<file path="config.mk">
export PLATFORM = sky130hd
export DESIGN_NAME = aes_round_sequencer
export DESIGN_NICKNAME = d
export VERILOG_FILES = /design/src/rtl/aes_round_sequencer.sv
export SDC_FILE = /design/constraint.sdc
export NUM_CORES = 1
export LEC_CHECK = 0
export ABC_CLOCK_PERIOD_IN_PS = 1470
export BUFFER_PORTS_ARGS = -buffer_cell sky130_fd_sc_hd__buf_2
export CORE_ASPECT_RATIO = 0.8
export CORE_UTILIZATION = 36
export CTS_CLUSTER_DIAMETER = 120
export DETAILED_ROUTE_END_ITERATION = 16
export PLACE_DENSITY = 0.72
export SYNTH_ARGS = -nofsm -noshare
export SYNTH_HDL_FRONTEND = slang
export SYNTH_SLANG_ARGS = --single-unit
</file>
<file path="constraint.sdc">
create_clock -name clk -period 1.47 [get_ports clk]
set_input_delay 0.2205 -clock clk [delete_from_list [all_inputs] [get_ports clk]]
set_output_delay 0.2205 -clock clk [all_outputs]
set_load 0.03 [all_outputs]
</file>
<file path="src/rtl/aes_round_sequencer.sv">
// Round-control FSM for the AES-128 core: accept a block, run NR rounds, hand the result to the serializer.
// Optional `STALL_COUNT_EN adds a saturating counter of cycles spent waiting on the serializer.
module aes_round_sequencer #(
    parameter int unsigned NR = 10
) (
    input  logic        clk,
    input  logic        rst_,
    input  logic        block_valid,
    input  logic        key_ready,
    input  logic        out_busy,
    output logic        block_ack,
    output logic        load_state,
    output logic        round_en,
    output logic [3:0]  round_idx,
    output logic        first_round,
    output logic        final_round,
    output logic        transformer_done,
    output logic        busy,
    output logic [15:0] stall_cycles
);

    typedef enum logic [2:0] {
        S_IDLE,
        S_INIT,
        S_ROUND,
        S_FINAL,
        S_HOLD,
        S_DONE
    } state_e;

    localparam logic [3:0] IDX_FINAL     = 4'(NR);
    localparam logic [3:0] IDX_LAST_FULL = 4'(NR - 1);

    state_e     state_q, state_d;
    logic [3:0] round_idx_q, round_idx_d;
    logic       block_ack_q, block_ack_d;
    logic       round_en_q, round_en_d;
    logic       final_round_q, final_round_d;
    logic       done_q, done_d;
    logic       busy_q, busy_d;

    always_comb begin
        state_d     = state_q;
        round_idx_d = round_idx_q;
        case (state_q)
            S_IDLE: begin
                if (block_valid && key_ready) begin
                    state_d     = S_INIT;
                    round_idx_d = 4'd0;
                end
            end
            S_INIT: begin
                round_idx_d = 4'd1;
                state_d     = (IDX_FINAL == 4'd1) ? S_FINAL : S_ROUND;
            end
            S_ROUND: begin
                round_idx_d = round_idx_q + 4'd1;
                if (round_idx_q == IDX_LAST_FULL) begin
                    state_d = S_FINAL;
                end
            end
            S_FINAL: begin
                state_d = out_busy ? S_HOLD : S_DONE;
            end
            S_HOLD: begin
                if (!out_busy) begin
                    state_d = S_DONE;
                end
            end
            S_DONE: begin
                state_d     = S_IDLE;
                round_idx_d = 4'd0;
            end
            default: begin
                state_d     = S_IDLE;
                round_idx_d = 4'd0;
            end
        endcase

        // Outputs are decoded from the next state so they register alongside it.
        block_ack_d   = (state_d == S_INIT);
        round_en_d    = (state_d == S_INIT) || (state_d == S_ROUND) || (state_d == S_FINAL);
        final_round_d = (state_d == S_FINAL);
        done_d        = (state_d == S_DONE);
        busy_d        = (state_d != S_IDLE);
    end

    always_ff @(posedge clk or negedge rst_) begin
        if (!rst_) begin
            state_q       <= S_IDLE;
            round_idx_q   <= 4'd0;
            block_ack_q   <= 1'b0;
            round_en_q    <= 1'b0;
            final_round_q <= 1'b0;
            done_q        <= 1'b0;
            busy_q        <= 1'b0;
        end else begin
            state_q       <= state_d;
            round_idx_q   <= round_idx_d;
            block_ack_q   <= block_ack_d;
            round_en_q    <= round_en_d;
            final_round_q <= final_round_d;
            done_q        <= done_d;
            busy_q        <= busy_d;
        end
    end

    assign block_ack        = block_ack_q;
    assign load_state       = block_ack_q;
    assign first_round      = block_ack_q;
    assign round_en         = round_en_q;
    assign round_idx        = round_idx_q;
    assign final_round      = final_round_q;
    assign transformer_done = done_q;
    assign busy             = busy_q;

`ifdef STALL_COUNT_EN
    logic [15:0] stall_q, stall_d;

    always_comb begin
        stall_d = stall_q;
        if ((state_q == S_HOLD) && (stall_q != 16'hFFFF)) begin
            stall_d = stall_q + 16'd1;
        end
    end

    always_ff @(posedge clk or negedge rst_) begin
        if (!rst_) begin
            stall_q <= 16'h0000;
        end else begin
            stall_q <= stall_d;
        end
    end

    assign stall_cycles = stall_q;
`else
    assign stall_cycles = 16'h0000;
`endif

endmodule

</file>
Yosys cells after proc, flatten, opt, wreduce, memory -nomap -nowiden
Index checks and enable logic that the tools add are counted. W data, S select, Z words.

Bits in registers: 12. Latch bits: 0. Memory bits (writable): 0. Memory bits (read-only): 0. Input bits: 5. Output and inout port bits: 27. Logic and storage cells: 33. Memories: 0.

$add $sub $neg: 1. $mul: 0. Divide/modulo/power cells: 0. Order comparisons: 0. Equality and inequality tests: 10. Shift operators: 0. Mux-type cells: 7. Bitwise operators: 1. Reduce and logical (&&, ||, !) cells: 7.

Operators with widths (number): $pmux W4 S4 (1); $pmux W3 S5 (1); $eq A3 B2 Y1 const B (4); $mux W3 (3); $eq A3 B1 Y1 const B (2); $eq A3 B3 Y1 const B (2); $add A4 B1 Y4 const B (1); $eq A4 B4 Y1 const B (1); $mux W4 (1); $logic_not A3 Y1 (1); $reduce_bool A3 Y1 (1); $logic_or A1 B1 Y1 (2); $ne A2 B2 Y1 const B (1); $reduce_and A2 Y1 (1); $reduce_or A2 Y1 (1); $logic_and A1 B1 Y1 (1); $mux W1 (1); $not A1 Y1 (1).

Longest topological paths before layout
Depth in word-level cells: 6. Gate-level depth with buffers: 4. Mapped depth without buffers: 4.

Least setup slack after synthesis
Ideal clock, no wire load.

Kind: reg2reg. Start: register round_idx_q[1], in the netlist round_idx[1]. End: register round_idx_q[1], in the netlist round_idx[1]. Setup time: 0.121 ns. Arrival time: 1.119 ns. Data required time: 1.349 ns. Slack: 0.231 ns. Stages on the path, launching flop included: 5. Path buffers: 0. Period minus slack after synthesis: 1.239 ns. Cell sequence: dfrtp_1 > inv_1 > ha_1 > o21ai_0 > a22o_1.

Longest elaborated chain between the ends: 2.

RTL lines: from (decl) (line 35) `logic [3:0] round_idx_q, round_idx_d;`; from (signal assigned) (line 99) `round_idx_q <= round_idx_d;`; $add A4 B1 Y4 (line 57) `round_idx_d = round_idx_q + 4'd1;`; $pmux W4 S4 (line 45) `case (state_q)`.

Every way passes these cells. A chain may end at the register's enable or synchronous reset.

Worst setup path after layout
Start: register state_q[0]. End: register done_q, in the netlist transformer_done.

Longest elaborated chain between the ends: 3. Elaborated cells on any way between the ends: 10. Classes of those cells: eq/ne: 5; mux: 4; reduce/logical: 1.

RTL lines: from (decl) (line 34) `state_e state_q, state_d;`; from (signal assigned) (line 98) `state_q <= state_d;`; $eq A3 B3 Y1 (tied with other cells) (line 45); $pmux W3 S5 * (line 45); net state_d[2] (line 34); $eq A3 B3 Y1 * (line 84) `done_d = (state_d == S_DONE);`; net done_d (line 39) `logic done_q, done_d;`; to (signal assigned) (line 103) `done_q <= done_d;`; to (decl) (line 39).

Mark *: on every way through the listed nets, which the timed path passes. The rest lies on a longest branch.

==> impl_metrics.py <==
metrics = {
    "sta": {
        "tns_ps": 0,
        "fin_worst_skew_ps": 2.790,
        "min_period_over_period_pct": 85.92,
        "setup_viol_count_final": 0,
        "drv_slew": 0,
        "rsz0062_at_grt": "false",
        "max_freq_mhz": 791.7,
        "post-route-min-period_ps": 1263,
        "finalHoldViolCount": 0,
    },
    "setup_path": {
        "required_ps": 1640,
        "cp_max_fo": 12,
        "cp-end-kind": "register",
        "crit_slowest_cell": "dfrtp_1",
        "arrival_ps": 1430,
        "critPathMaxStageDelay_ps": 630,
        "cp_cell_sequence": "nor2_2 > a22o_4 > and2_4",
        "crit_type": "reg2reg",
        "cp-start-kind": "register",
    },
    "synth": {
        "syn_inst": 69,
        "async_flop_share_pct": 100.0,
        "synth.largest_area_cell": "dfrtp_1",
        "syn_avg_cell_area_sq_um": 10.68,
        "synth-seq-cells": 12,
        "synth-seq-area-share_pct": 40.75,
        "synth_flop_cell": "dfrtp_1",
        "yosys.area.top_type_share_pct": 40.75,
        "synth_area_sq_um": 737.0,
        "synth_area_leaders": "dfrtp_1, buf_4, xnor2_1",
        "yosys.cell_types.count": 29,
        "synth_warnings": 0,
        "synth-edff-count": 0,
    },
    "detailed_routing": {
        "drc": 0,
        "detail_route.first_pass.iterations": 4,
        "route.vias.total": 481,
        "routed_wl_um": 1027,
        "drt_iter0_drc": 6,
        "vias_per_cell": 4.413,
        "wire_per_inst_um": 9.422,
        "ant_nets": 0,
    },
    "global_route": {
        "grt_use_total_pct": 10.57,
        "grt_start_max_net_pins": 13,
        "grt_pass1_vias": 391,
        "overflow": 0,
        "grt_pass1_wl_um": 1662,
        "antenna_found_initial": 0,
    },
    "floorplan": {
        "coreArea_sq_um": 1909,
        "die_h_um": 42.47,
        "io_pins": 32,
        "rows": 14,
        "initial_utilization_pct": 38.60,
        "die_area_sq_um": 2233,
        "die_w_um": 52.59,
    },
    "clock_tree": {
        "cts_buffer_depth": 2,
        "numCtsBuffers": 3,
        "cts_tree": "built",
        "cts_sinks": 12,
        "ctsResizeCount": 0,
        "clkTransAtPathRegs_ps": 70,
        "worstSkewPairLatency_ps": 270,
        "htreeDepth": 1,
        "cts_root_buffer": "clkbuf_4",
    },
    "power": {
        "vdd_drop_max_uv": 824.0,
        "power_uw": 1713,
        "power_leakage_uw": 0.0004163,
        "p_per_area_nw_per_um2": 2146,
    },
    "final_layout": {
        "syn2layout_area_growth_pct": 8.319,
        "multi_input_area_sq_um": 331.6,
        "layout.nets": 93,
        "n_fill_cell": 189,
        "seq_area_sq_um": 300.3,
        "drive_above_1_share_pct": 30.59,
        "n_antenna_cell": 0,
    },
    "outcome": {
        "status": "complete, no violations",
    },
    "placed_design": {
        "io_buffers": 15,
        "place.gp.congestion": 0.8105,
        "hpwl_um": 796.5,
    },
    "run": {
        "max_cap_viol_count": 0,
    },
    "min_path": {
        "hold_class": "in2reg",
    },
}
==> routing by layer <==
metal / global-route usage, % / share of wire [%]
met1: 12.30 / 46
met5: 0 / 0
met2: 15.95 / 44
met3: 6.522 / 9.8
met4: 3.158 / 0
==> critical path: cells and delay by family (launching register included) <==
family | cells | cell delay (ps)
simple gates | 2 | 290
compound gates | 1 | 240
flops | 1 | 630
==> flip-flops by register name, indices dropped and copies added, names as in the netlist <==
signal and flops:
round_idx 4, state_q 3, block_ack 1, busy 1
final_round 1, round_en 1, transformer_done 1
==> cells by family after synthesis <==
kind of cell               Yosys count  share of synthesized area [%]
and+or+nand+nor                     16                          15.28
muxes                                1                          1.358
buffers and inverters               22                          21.90
AOI/OAI and AO/OA                   11                          12.05
DFF                                 12                          40.75
other                                1                         0.5088
adders and majority gates            2                          3.395
xor gates and xnor gates             4                          4.753
==> worst paths after layout <==
kind                                 start          endpoint  slack, ps  depth (start not counted)
worst max-delay path            state_q[0]  transformer_done        210                          3
worst min-delay path              out_busy  transformer_done        260                          3
worst max register to register  state_q[0]  transformer_done        210                          3
worst min register to register  state_q[2]      round_idx[0]        550                          1
max in group asynchronous             rst_        state_q[0]        910                          2
min in group asynchronous             rst_      round_idx[2]        350                          2
==> final cells by class <==
class,count,area share [%]
Clock buffer,4,4.545
Inverter,2,0.9404
Multi-Input combinational cell,50,41.54
Sequential cell,12,37.62
Tap cell,24,3.762
Timing Repair Buffer,17,11.60
==> through the flow <==
| step | hold WS [ps] | instances | area, sq um | utilization, % | worst slack [ps] |
|---|---|---|---|---|---|
| 2_1_floorplan | -75.09 | 84 | 793.3 | - | 230.5 |
| 3_3_place_gp | 101.9 | 104 | 752.0 | 39.38 | 259.3 |
| 3_5_place_dp | 112.1 | 104 | 752.0 | 39.38 | 215.9 |
| 4_1_cts | 245.1 | 109 | 798.3 | 41.81 | 213.9 |
| 5_1_grt | 253.6 | 109 | 798.3 | 41.81 | 165.0 |
| 6_report | 255.1 | 109 | 798.3 | 41.81 | 206.9 |
==> Yosys cell counts (all sizes together) (2+ instances only) <==
| library cell | number |
|---|---|
| xnor2 | 4 |
| o21ai | 3 |
| ha | 2 |
| and2b | 2 |
| a22o | 4 |
| dfrtp | 12 |
| nand2b | 2 |
| nor2 | 4 |
| and2 | 2 |
| buf | 20 |
| inv | 2 |
==> power breakdown <==
part	switching, uW	internal (uW)
Combinational	493	349
Clock	105	151
Sequential	166	450
==> timing repair <==
item,4_1_cts,5_1_grt
hold buffers,1,0
endpoints found under the hold margin,12,0
buffers inserted,0,0
==> placed cells by master (no fill, tap or decap) <==
cell           synthesis  final
conb_1                 1     16
buf_2                  0     15
dfrtp_1               12     12
xnor2_1                4      4
nor2_1                 3      3
a22o_1                 3      3
clkbuf_4               0      3
nand2b_1               2      2
inv_1                  2      2
o21ai_1                2      2
ha_1                   2      2
and2b_4                1      1
nor2_2                 1      1
a22o_4                 1      1
a32oi_1                1      1
and3b_2                1      1
nor2b_1                1      1
and2_1                 1      1
nand3_1                1      1
nor3_4                 1      1
a211oi_1               1      1
and2_4                 1      1
a21oi_1                1      1
mux2i_1                1      1
nand4b_1               1      1
nand2_1                1      1
o21ai_0                1      1
and2b_1                1      1
o2bb2ai_1              1      1
clkbuf_8               0      1
dlygate4sd3_1          0      1
buf_4                 19      1
No activity file was read; power rests on OpenSTA's default activity.
